==> config.mk <==
export PLATFORM = sky130hd
export DESIGN_NAME = cp0_flat
export DESIGN_NICKNAME = d
export VERILOG_FILES = /design/src/rtl/cp0_pkg.sv /design/src/rtl/cp0_if.sv /design/src/rtl/cp0.sv /design/src/flat_wrapper.sv
export SDC_FILE = /design/constraint.sdc
export NUM_CORES = 1
export LEC_CHECK = 0
export ABC_AREA = 1
export CORE_ASPECT_RATIO = 0.6
export CORE_MARGIN = 10
export CORE_UTILIZATION = 48
export CTS_BUF_LIST = sky130_fd_sc_hd__clkbuf_4
export CTS_CLUSTER_DIAMETER = 60
export DETAILED_ROUTE_END_ITERATION = 8
export PLACE_DENSITY = 0.89
export SETUP_SLACK_MARGIN = 0.02
export SYNTH_ARGS = -nofsm -noshare
export SYNTH_HDL_FRONTEND = slang
export SYNTH_SLANG_ARGS = --single-unit
export TNS_END_PERCENT = 100
==> constraint.sdc <==
create_clock -name clk -period 3.1 [get_ports clk]
set_clock_uncertainty 0.2 [all_clocks]
set_input_delay 0.465 -clock clk [delete_from_list [all_inputs] [get_ports clk]]
set_output_delay 0.465 -clock clk [all_outputs]
set_load 0.05 [all_outputs]
==> src/rtl/cp0_pkg.sv <==
// cp0_pkg: shared constants for the coprocessor-0 slice.
// Holds register indices, exception codes, field positions and the PRId value
// that is returned when CP0_PRID_EN is defined.
package cp0_pkg;

   // CP0 register numbers as seen by mfc0/mtc0
   localparam logic [4:0] REG_SR    = 5'd12;
   localparam logic [4:0] REG_CAUSE = 5'd13;
   localparam logic [4:0] REG_EPC   = 5'd14;
   localparam logic [4:0] REG_PRID  = 5'd15;

   // exception codes reported in Cause.ExcCode
   typedef enum logic [4:0] {
      EXC_INT     = 5'd0,
      EXC_ADEL    = 5'd4,
      EXC_ADES    = 5'd5,
      EXC_SYSCALL = 5'd8,
      EXC_RI      = 5'd10,
      EXC_OV      = 5'd12
   } exc_code_e;

   // field bit positions inside SR / Cause
   localparam int IM_HI   = 15;
   localparam int IM_LO   = 10;
   localparam int EXL_BIT = 1;
   localparam int IE_BIT  = 0;
   localparam int BD_BIT  = 31;
   localparam int EXC_HI  = 6;
   localparam int EXC_LO  = 2;

   // processor identification constant
   localparam logic [31:0] PRID_VALUE = 32'h0000_2024;

   // EPC always holds a word address
   function automatic logic [31:0] word_align(input logic [31:0] a);
      return {a[31:2], 2'b00};
   endfunction

endpackage

==> src/rtl/cp0_if.sv <==
// cp0_if: pipeline-side bus of coprocessor-0 (mfc0/mtc0/eret, exception
// inputs, interrupt lines and the request/EPC outputs).
interface cp0_if;
   logic [4:0]  A1;
   logic [4:0]  A2;
   logic [31:0] DIn;
   logic        WE;
   logic [31:0] VPC;
   logic        BDIn;
   logic [4:0]  ExcCodeIn;
   logic [5:0]  HWInt;
   logic        EXLClr;
   logic [31:0] DOut;
   logic [31:0] EPCOut;
   logic        Req;

   // pipeline side: drives the requests, consumes results
   modport master (
      output A1, A2, DIn, WE, VPC, BDIn, ExcCodeIn, HWInt, EXLClr,
      input  DOut, EPCOut, Req
   );

   // coprocessor side
   modport slave (
      input  A1, A2, DIn, WE, VPC, BDIn, ExcCodeIn, HWInt, EXLClr,
      output DOut, EPCOut, Req
   );
endinterface

==> src/rtl/cp0.sv <==
// cp0: coprocessor-0 for the pipelined MIPS core (M stage).
// Holds SR, Cause and EPC, raises Req for interrupts/exceptions, and serves
// mfc0/mtc0/eret. Optional macro CP0_PRID_EN adds a read-only PRId (reg 15).
module cp0
   import cp0_pkg::*;
(
   input  logic clk,
   input  logic reset,
   cp0_if.slave bus
);

   logic [5:0]  im_reg;
   logic        exl_reg;
   logic        ie_reg;
   logic        bd_reg;
   logic [5:0]  ip_reg;
   logic [4:0]  exccode_reg;
   logic [31:0] epc_reg;

   logic        int_req;
   logic        exc_req;
   logic        take_req;
   logic [31:0] epc_next;
   logic [31:0] sr_word;
   logic [31:0] cause_word;

   // request logic: EXL blocks both interrupts and exceptions (no nesting)
   assign int_req  = ie_reg & ~exl_reg & (|(bus.HWInt & im_reg));
   assign exc_req  = ~exl_reg & (bus.ExcCodeIn != 5'd0);
   assign take_req = int_req | exc_req;
   assign bus.Req  = take_req & ~reset;

   // a delay-slot instruction restarts at its branch
   assign epc_next   = word_align(bus.BDIn ? (bus.VPC - 32'd4) : bus.VPC);
   assign bus.EPCOut = epc_reg;

   // assemble the software-visible register words, unused bits read 0
   always_comb begin
      sr_word                  = '0;
      sr_word[IM_HI:IM_LO]     = im_reg;
      sr_word[EXL_BIT]         = exl_reg;
      sr_word[IE_BIT]          = ie_reg;
      cause_word               = '0;
      cause_word[BD_BIT]       = bd_reg;
      cause_word[IM_HI:IM_LO]  = ip_reg;
      cause_word[EXC_HI:EXC_LO] = exccode_reg;
   end

   // mfc0 read mux
   always_comb begin
      bus.DOut = '0;
      case (bus.A1)
         REG_SR:    bus.DOut = sr_word;
         REG_CAUSE: bus.DOut = cause_word;
         REG_EPC:   bus.DOut = epc_reg;
`ifdef CP0_PRID_EN
         REG_PRID:  bus.DOut = PRID_VALUE;
`else
         REG_PRID:  bus.DOut = '0;
`endif
         default:   bus.DOut = '0;
      endcase
   end

   // register file update: exception entry wins over mtc0, eret clears EXL last
   always_ff @(posedge clk or posedge reset) begin
      if (reset) begin
         im_reg      <= '0;
         exl_reg     <= 1'b0;
         ie_reg      <= 1'b0;
         bd_reg      <= 1'b0;
         ip_reg      <= '0;
         exccode_reg <= '0;
         epc_reg     <= '0;
      end else begin
         ip_reg <= bus.HWInt;
         if (take_req) begin
            exl_reg     <= 1'b1;
            bd_reg      <= bus.BDIn;
            exccode_reg <= int_req ? EXC_INT : bus.ExcCodeIn;
            epc_reg     <= epc_next;
         end else begin
            if (bus.WE && (bus.A2 == REG_SR)) begin
               im_reg  <= bus.DIn[IM_HI:IM_LO];
               exl_reg <= bus.DIn[EXL_BIT];
               ie_reg  <= bus.DIn[IE_BIT];
            end
            if (bus.WE && (bus.A2 == REG_EPC)) begin
               epc_reg <= word_align(bus.DIn);
            end
            if (bus.EXLClr) begin
               exl_reg <= 1'b0;
            end
         end
      end
   end

endmodule

==> src/flat_wrapper.sv <==
// flat-port wrapper written by rule: the top's interface ports become plain ports
module cp0_flat import cp0_pkg::*;
  (clk, reset, bus_A1, bus_A2, bus_DIn, bus_WE, bus_VPC, bus_BDIn, bus_ExcCodeIn, bus_HWInt, bus_EXLClr, bus_DOut, bus_EPCOut, bus_Req);
  cp0_if bus_i ();
  input  logic clk;
  input  logic reset;
  input wire logic [$bits(bus_i.A1)-1:0] bus_A1;
  input wire logic [$bits(bus_i.A2)-1:0] bus_A2;
  input wire logic [$bits(bus_i.DIn)-1:0] bus_DIn;
  input wire logic [$bits(bus_i.WE)-1:0] bus_WE;
  input wire logic [$bits(bus_i.VPC)-1:0] bus_VPC;
  input wire logic [$bits(bus_i.BDIn)-1:0] bus_BDIn;
  input wire logic [$bits(bus_i.ExcCodeIn)-1:0] bus_ExcCodeIn;
  input wire logic [$bits(bus_i.HWInt)-1:0] bus_HWInt;
  input wire logic [$bits(bus_i.EXLClr)-1:0] bus_EXLClr;
  output wire logic [$bits(bus_i.DOut)-1:0] bus_DOut;
  output wire logic [$bits(bus_i.EPCOut)-1:0] bus_EPCOut;
  output wire logic [$bits(bus_i.Req)-1:0] bus_Req;
  assign bus_i.A1 = bus_A1;
  assign bus_i.A2 = bus_A2;
  assign bus_i.DIn = bus_DIn;
  assign bus_i.WE = bus_WE;
  assign bus_i.VPC = bus_VPC;
  assign bus_i.BDIn = bus_BDIn;
  assign bus_i.ExcCodeIn = bus_ExcCodeIn;
  assign bus_i.HWInt = bus_HWInt;
  assign bus_i.EXLClr = bus_EXLClr;
  assign bus_DOut = bus_i.DOut;
  assign bus_EPCOut = bus_i.EPCOut;
  assign bus_Req = bus_i.Req;
  cp0 u_core (.clk(clk), .reset(reset), .bus(bus_i));
endmodule
==> run_results.csv, run 1 <==
group,metric,value,unit
status,status,"completed",
worst_setup_path,worstSetupPathType,"primary input to output port",
synth,ys_seq_area_frac,0.341,
floorplan,die_w,133,microns
synth,syn_area,3670,sq um
clock_network,clk_pin_slew,0.16,ns
drt,drc,0,
clock_network,cts_tree,"built",
floorplan,rows,24,
worst_setup_path,cp_cell_sequence,"clkdlybuf4s50_1 > nand2_1 > nor2_1 > nand3_1 > inv_1 > nand2_1 > o21ai_0 > buf_12",
drt,vias,4277,
floorplan,core,7360,sq um
global_routing,groute.usage.overall,0.233,
worst_setup_path,critPathCaptureType,"output port",
timing,worstMarginPinSlew,0.547,ns
floorplan,initial_core_util,0.499,
drt,avgRoutedWirePerCell,16.8,microns
worst_setup_path,crit_fanout,12,
timing,slew-limit-headroom,0.634,
global_routing,grt_pass1_vias,4240,
job,max-cap-violations,0,
placement,dpl.hpwl,11800,microns
worst_setup_path,cp_slowest_stage_delay,0.48,ns
synth,ys_ff_latch,50,
worst_setup_path,cp_common_cell,"nand2_1",
clock_network,ctsResizeCount,0,
layout,multi_input_area,1930,sq um
clock_network,cts-root-buf,"clkbuf_4",
layout,largest_register_ffs,30,
power,leakage,2.73,nW
layout,drive_above_1_share,0.0965,
clock_network,cts_made_buffers,5,
synth,yosysWarnings,0,
layout,fill_cells,559,
clock_network,h-tree-depth,2,
layout,utilization,0.766,
clock_network,postCtsHoldBufs,0,
timing,drv_slew,0,
worst_setup_path,path_buf_inv,3,
worst_setup_path,crit_path_top_delay_cell,"clkdlybuf4s50_1",
floorplan,design.die.area,11700,sq um
floorplan,io_pins,155,
timing,hold_violations,0,
drt,drt_iter0_drc,384,
power,max-vdd-ir-drop,0.492,mV
timing,setup_viol,0,
drt,vias_per_cell,5.09,
clock_network,cts_buffer_depth,2,
power,p_per_area,742,nW/um^2
timing,period_needed,2.81,ns
layout,regArea,1250,sq um
synth,ys_types,30,
drt,ant_nets,0,
layout,antennaDiodeCount,0,
clock_network,cts_sinks,50,
global_routing,grt_max_degree,37,
clock_network,insertion_delay,0.38,ns
drt,wl,14100,microns
global_routing,grt_overflow_total,0,
global_routing,antenna_found_initial,0,
timing,totalNegativeSetupSlack,0,ns
worst_setup_path,required,2.43,ns
placement,place_congestion,0.944,
clock_network,post_cts_buffers,0,
layout,final_common_cell,"nand2_1",
timing,rsz0062_at_grt,"no",
hold_path,hold_class,"primary input to asynchronous set/reset pin",
synth,syn_inst,588,
layout,syn2layout_area_growth,53.5,%
worst_setup_path,crit_family,"buffers and inverters",
power,power,4.18,mW
worst_setup_path,crit_arrival,2.15,ns
layout,layout_common_cells,"nand2_1, clkdlybuf4s50_1, nor2_1",
placement,portBuffers,150,
floorplan,die_h,87.7,microns
timing,period_share,0.907,
global_routing,grt_pass1_wl,22000,microns
drt,firstDrtPassIters,5,
timing,timing.fmax,356,MHz
layout,nets,826,
worst_setup_path,start_kind,"primary input",
synth,avgSynthCellArea,6.24,sq um
## power by group
group          switching [mW]  total, mW  internal, mW
clock                   0.236      0.406         0.171
combinational            1.75       2.60         0.855
sequential              0.225       1.17         0.946
## path summary, 6_finish.rpt
check	from	end	slack, ns	cells after the start
min	reset	u_core.ip_reg[3]	0.20	2
min reg2reg	u_core.bus.EPCOut[9]	u_core.bus.EPCOut[9]	0.33	2
max	bus_A1[3]	bus_DOut[6]	0.29	8
max reg2reg	u_core.im_reg[5]	u_core.bus.EPCOut[24]	0.83	9
min in group clk	bus_HWInt[2]	u_core.ip_reg[2]	0.33	1
max in group asynchronous	reset	u_core.bus.EPCOut[31]	1.92	3
## synthesized netlist by cell type
library cell | instances | area [sq um]
xor2_1 | 9 | 78.8
inv_2 | 3 | 11.3
nand3b_1 | 1 | 7.51
nor2_2 | 6 | 37.5
a21oi_1 | 3 | 15.0
o221ai_1 | 5 | 43.8
o21bai_1 | 4 | 30.0
nand3_2 | 1 | 10.0
o31ai_1 | 1 | 7.51
buf_4 | 3 | 22.5
nand4_1 | 6 | 37.5
clkbuf_1 | 3 | 11.3
inv_1 | 90 | 338
dfrtp_1 | 50 | 1250
ha_1 | 1 | 12.5
buf_2 | 6 | 30.0
o21ai_4 | 1 | 16.3
conb_1 | 1 | 3.75
nand3_1 | 33 | 165
o21ai_1 | 20 | 100
a31oi_1 | 2 | 12.5
nor2_4 | 4 | 45.0
nand2_2 | 4 | 25.0
buf_6 | 7 | 78.8
nor2_1 | 101 | 379
o21ai_0 | 30 | 150
nand2_1 | 189 | 709
o211ai_1 | 1 | 7.51
nand2_4 | 2 | 22.5
nor3_2 | 1 | 10.0
## layout make-up
type,instances,area share
multi-input combinational,427,0.343
timing repair buffer,158,0.336
sequential,50,0.222
inverter,93,0.0620
tap,104,0.0231
clock inverter,3,0.00755
clock buffer,5,0.00666
## logic make-up (layout without fill, tap and decap cells)
| family | count (synthesis) | after routing | share of synthesized area |
|---|---|---|---|
| buf+inv | 112 | 259 | 0.134 |
| fa+ha+maj | 1 | 1 | 0.00341 |
| flops | 50 | 50 | 0.341 |
| other cells | 1 | 2 | 0.00102 |
| simple gates | 348 | 348 | 0.395 |
| compound gates | 67 | 67 | 0.104 |
| xor+xnor | 9 | 9 | 0.0215 |
## routing by layer
| metal | wire [microns] | global-route usage |
|---|---|---|
| met1 | 6140 | 0.300 |
| met2 | 6420 | 0.387 |
| met3 | 1410 | 0.0703 |
| met4 | 171 | 0.0368 |
| met5 | 0 | 0 |
## stage by stage
step | setup slack [ns] | instances | hold slack [ns] | area (sq um)
2_1_floorplan | 0.389 | 589 | 0.269 | 3670
3_3_place_gp | 0.396 | 832 | 0.289 | 5550
3_5_place_dp | 0.309 | 832 | 0.292 | 5550
4_1_cts | 0.298 | 840 | 0.208 | 5630
5_1_grt | 0.157 | 840 | 0.229 | 5630
6_report | 0.290 | 840 | 0.202 | 5630
## worst register-to-register path, cell delays in order, from the launching register on
cell and delay (ns):
dfrtp_1 0.46, nand2_1 0.07, nand3_1 0.14, o21ai_4 0.27, nand2_4 0.27, nor2_4 0.16, buf_4 0.37, nor2_1 0.10
nand2_1 0.10, nand2_1 0.05
Note: power is estimated with default switching activity, not from simulation.
==> run 2: changes to the inputs <==
CTS_CLUSTER_DIAMETER = 50   (was 60)
SLEW_MARGIN = 20   (was unset)
==> results of run 2 <==
No change in the layout: final DEF, timing and power equal those of run 1.
==> run 3: changes to the inputs <==
CORE_MARGIN = 2   (was 10)
==> run_results.csv, run 3 (same netlist as run 1, synthesis figures left out) <==
group,metric,value,unit
drt,route.met2.wl,5650,microns
worst_setup_path,crit_arrival,2.17,ns
layout,regArea,1250,sq um
clock_network,cts_made_buffers,5,
timing,timing.fmax,352,MHz
floorplan,die_h,71.7,microns
worst_setup_path,path_buf_inv,3,
drt,firstDrtPassIters,5,
clock_network,postCtsHoldBufs,0,
drt,wl,12700,microns
timing,rsz0062_at_grt,"no",
layout,antennaDiodeCount,0,
worst_setup_path,cp_common_cell,"nand2_1",
timing,slew-limit-headroom,0.609,
layout,fill_cells,546,
power,p_per_area,729,nW/um^2
clock_network,cts_tree,"built",
placement,portBuffers,150,
timing,period_needed,2.84,ns
timing,setup_ws,0.263,ns
drt,highest_layer,"met4",
power,swShare,0.534,
floorplan,initial_core_util,0.501,
worst_setup_path,cp_slowest_stage_delay,0.49,ns
layout,syn2layout_area_growth,53.3,%
clock_network,cts_buffer_depth,2,
worst_setup_path,crit_fanout,12,
worst_setup_path,r2r_end,"u_core.im_reg[1]",
placement,dp_slack,0.285,ns
global_routing,grt_pass1_wl,20200,microns
floorplan,design.die.area,8380,sq um
global_routing,grt_max_degree,28,
timing,totalNegativeSetupSlack,0,ns
timing,setup_viol,0,
layout,multi_input_area,1930,sq um
clock_network,post_cts_buffers,0,
global_routing,grt_overflow_total,0,
worst_setup_path,crit_path_top_delay_cell,"clkdlybuf4s50_1",
drt,met1_length,5630,microns
power,max-vdd-ir-drop,0.678,mV
worst_setup_path,critPathCaptureType,"output port",
job,max-cap-violations,0,
clock_network,insertion_delay,0.37,ns
worst_setup_path,r2r_cells,8,
global_routing,grt_pass1_vias,4096,
layout,drive_above_1_share,0.100,
power,p_int,1.91,mW
clock_network,cts_sinks,50,
placement,dpl.hpwl,10500,microns
worst_setup_path,reg2reg_slack,0.90,ns
floorplan,io_pins,155,
power,clkPwrFrac,0.074,
layout,utilization,0.768,
power,leakage,2.73,nW
power,p_comb_frac,0.639,
timing,drv_slew,0,
clock_network,h-tree-depth,2,
drt,drc,0,
layout,layout_common_cells,"nand2_1, clkdlybuf4s50_1, nor2_1",
worst_setup_path,required,2.43,ns
status,status,"completed",
floorplan,die_w,117,microns
layout,nets,829,
layout,final_area,5630,sq um
worst_setup_path,reg2reg_from,"u_core.im_reg[5]",
hold_path,hold_class,"primary input to asynchronous set/reset pin",
power,p_seq_frac,0.286,
drt,vias,4385,
drt,ant_nets,0,
clock_network,ctsResizeCount,0,
drt,avgRoutedWirePerCell,15.1,microns
drt,drt_iter0_drc,395,
placement,place_congestion,0.943,
floorplan,core,7330,sq um
worst_setup_path,cp_cell_sequence,"clkdlybuf4s50_1 > nand2_1 > nor2_1 > nand3_1 > inv_1 > nand2_1 > o21ai_0 > buf_12",
clock_network,clk_pin_slew,0.16,ns
worst_setup_path,worstSetupPathType,"primary input to output port",
layout,largest_register_ffs,30,
timing,worstMarginPinSlew,0.585,ns
floorplan,rows,24,
global_routing,antenna_found_initial,0,
worst_setup_path,crit_family,"buffers and inverters",
drt,vias_per_cell,5.21,
power,switchingPower,2.19,mW
timing,hold_violations,0,
worst_setup_path,start_kind,"primary input",
placement,placed_area,5580,sq um
drt,met3_length,1240,microns
global_routing,groute.usage.overall,0.309,
clock_network,cts-root-buf,"clkbuf_4",
layout,final_common_cell,"nand2_1",
timing,period_share,0.915,
[run 3: cell count changes in the layout (fill, tap and decap cells not counted)]
cell,delta
buf_4,+3
bufinv_16,-1
clkinv_1,-1
clkinv_2,+1
[run 3: per-layer routing]
layer | GRT usage | vias up
met3 | 0.0525 | 19
met5 | 0 | -
met2 | 0.486 | 240
li1 | - | 2095
met4 | 0.0523 | 0
met1 | 0.456 | 2031
[run 3: cell type report]
class	count	area share
clock buffer	5	0.00667
clock inverter	2	0.00245
inverter	93	0.0620
multi-input combinational	427	0.343
sequential	50	0.222
tap	104	0.0231
timing repair buffer	161	0.340
[run 3: metrics by stage]
step                      total power [mW]  instances  hold slack [ns]
final                                 4.10        842            0.229
after global routing                  4.35        842            0.258
after CTS                             4.09        842            0.229
after detailed placement              3.78        835            0.289
after global placement                3.68        835            0.292
after floorplan                       2.92        589            0.269
[run 3: worst max path at each step]
stage / from / to / depth (start not counted) / slack (ns)
2_1_floorplan: bus_A1[1] / bus_DOut[2] / 4 / 0.39
3_3_place_gp: bus_A1[3] / bus_DOut[5] / 8 / 0.40
3_5_place_dp: bus_A1[3] / bus_DOut[3] / 8 / 0.28
4_1_cts: bus_A1[3] / bus_DOut[6] / 8 / 0.28
5_1_grt: bus_A1[3] / bus_DOut[4] / 8 / 0.12
6_report: bus_A1[3] / bus_DOut[3] / 8 / 0.26
[run 3: worst register-to-register path, delay by kind of cell, from the launching register on]
family                 cells  cell delay (ns)
AOI/OAI and AO/OA          2             0.39
buffers and inverters      1             0.24
DFF                        1             0.46
and+or+nand+nor            5             0.86
[run 3: power by group through the flow]
stage | logic, mW | registers (mW) | clock network, mW
6_report | 2.62 | 1.17 | 0.305
3_3_place_gp | 2.51 | 1.17 | 0
4_1_cts | 2.61 | 1.17 | 0.309
5_1_grt | 2.81 | 1.20 | 0.332
3_5_place_dp | 2.61 | 1.18 | 0
2_1_floorplan | 1.09 | 1.83 | 0
==> variant, RTL diff (flow settings as in run 1) <==
The option `CP0_PRID_EN` is turned on by a define.
--- a/src/rtl/cp0.sv
+++ b/src/rtl/cp0.sv
@@ -1,6 +1,8 @@
 // cp0: coprocessor-0 for the pipelined MIPS core (M stage).
 // Holds SR, Cause and EPC, raises Req for interrupts/exceptions, and serves
 // mfc0/mtc0/eret. Optional macro CP0_PRID_EN adds a read-only PRId (reg 15).
+`define CP0_PRID_EN
+
 module cp0
    import cp0_pkg::*;
 (
Formal check against the unedited RTL: not equivalent (Yosys sat finds a counterexample within 4 cycles, from zero or initial values and one cycle with reset high).
==> variant against run 1 <==
  * Area after synthesis decreased by 1.1%
  * Synthesized cell count rose by 1.7%
  * Cell area is 0.47% higher
  * Setup slack gained 0.073 ns
  * Non-clock buffer count up 4
  * Wire length shrank 2.7%
  * Final cell count rose by 1.4%
  * Sequential cell count is the same
  * Total power decreased by 0.36%
  * Utilization is 0.99 points higher
==> variant: results (changes against run 1) <==
reg2reg_depth: 8  # was 9
placed_area_um2: 5579  # was 5553 um2
clock_latency_ns: 0.37
pre_cts_slack_ns: 0.3513  # was 0.3089 ns
crit_family: "buffers and inverters"  # unchanged
gp_congestion: 0.9301  # was 0.9438
powerSeq_uw: 1180
peakVddDrop_uv: 515.6  # was 492.3 uV
grt_pass1_wl_um: 21800  # was 22030 um
post-route-min-period_ns: 2.738  # was 2.810 ns
synth_cell_types: 29  # was 30
max_stage_delay_ns: 0.47
grt_antenna_before_repair: 0  # unchanged
ctsResizeCount: 0  # unchanged
cts.clk_slew.worst_paths_ns: 0.16  # about the same
largest_register_ffs: 30  # unchanged
dp_hpwl_um: 11470  # was 11760 um
rr_startpoint: "u_core.im_reg[5]"  # unchanged
synthArstFlopShare_pct: 100.0  # unchanged
r2r_setup_slack_ns: 0.92  # was 0.83 ns
via_count: 4411  # was 4277
tightest_slew_ns: 0.5949  # was 0.5471 ns
first_pass_iters: 5  # unchanged
grt_max_degree: 27  # was 37
power_leakage_uw: 0.002744  # was 0.002728 uW
cts_setup_buffers: 0  # unchanged
dp.cells: 844  # was 832
hold_slack_ns: 0.3099  # was 0.2022 ns
clockBufferDepth: 2  # unchanged
cts_buffers: 5  # unchanged
sw_frac_of_total_pct: 52.13  # was 52.85%
port_buffers: 150  # unchanged
grt_pass1_vias: 4131  # was 4240
nFillCells: 574  # was 559
antennaDiodeCount: 0  # unchanged
grt_usage_pct: 23.26  # was 23.31%
syn_area_per_cell_um2: 6.068  # was 6.241 um2
wire_per_inst_um: 16.14  # was 16.83 um
hold_path_class: "input pin to asynchronous set/reset pin"  # unchanged
synth_area_leaders: "dfrtp_1 34%, nand2_1 20%, nor2_1 11%"  # was dfrtp_1 34%, nand2_1 19%, nor2_1 10%
path_max_fanout: 7  # was 12
p_clk_share_pct: 9.6
via_per_inst: 5.177  # was 5.092
initialDrtViolationCount: 444  # was 384
worstPathArrival_ns: 2.07  # was 2.15 ns
htreeDepth: 2  # unchanged
drive_gt1_share_pct: 8.155  # was 9.647%
reg2reg_to: "u_core.bus.EPCOut[17]"  # was u_core.bus.EPCOut[24]
synthTopCellsByCount: "193 x nand2_1, 104 x nor2_1, 95 x inv_1, 50 x dfrtp_1, 46 x o21ai_0"  # was 189 x nand2_1, 101 x nor2_1, 90 x inv_1, 50 x dfrtp_1, 33 x nand3_1
critPathSlowestCell: "clkdlybuf4s50_1"  # unchanged
netSwitchingPower_uw: 2172  # was 2210 uW
crit_path_start: "bus_A1[3]"  # unchanged
setup.worst_path.end: "bus_DOut[13]"  # was bus_DOut[6]
status: "finished, final reports clean"  # unchanged
yosys_warnings: 0  # unchanged
clockRootBuffer: "clkbuf_4"  # unchanged
ys_seq_area_share_pct: 34.48  # was 34.09%
-- variant: cell types whose count changed after synthesis, sizes merged, moves of 3 or more --
cell / delta
clkbuf: +10
o211ai: +9
buf: -8
nand4: +8
nand3: +7
nor2: -5
o221ai: -5
xor2: -4
o21ai: -3
-- variant: layer usage --
metal  routed length [um]  GRT usage [%]  vias up
met5                    0              0        -
met1                 6169          31.03     2037
li1                     -              -     2140
met4                  192          4.771        0
met2                 5920          36.02      218
met3                 1465          7.776       16
-- variant: kinds of logic after synthesis --
logic type	share of synthesized area, %
AND/OR/NAND/NOR	40.48
buffers and inverters	12.72
AO/OA/AOI/OAI	10.65
flip-flops	34.48
XOR/XNOR	1.207
adder cells (fa/ha/maj)	0.3448
other	0.1033
-- variant: cell type report --
cell class                 count  area (um2)  area share (%)
tap                          104       130.1           2.299
inverter                      95       356.6           6.301
clock buffer                   5       37.54          0.6633
clock inverter                 3       42.54          0.7517
timing repair buffer         162        1922           33.96
sequential                    50        1251           22.11
multi-input combinational    433        1919           33.92
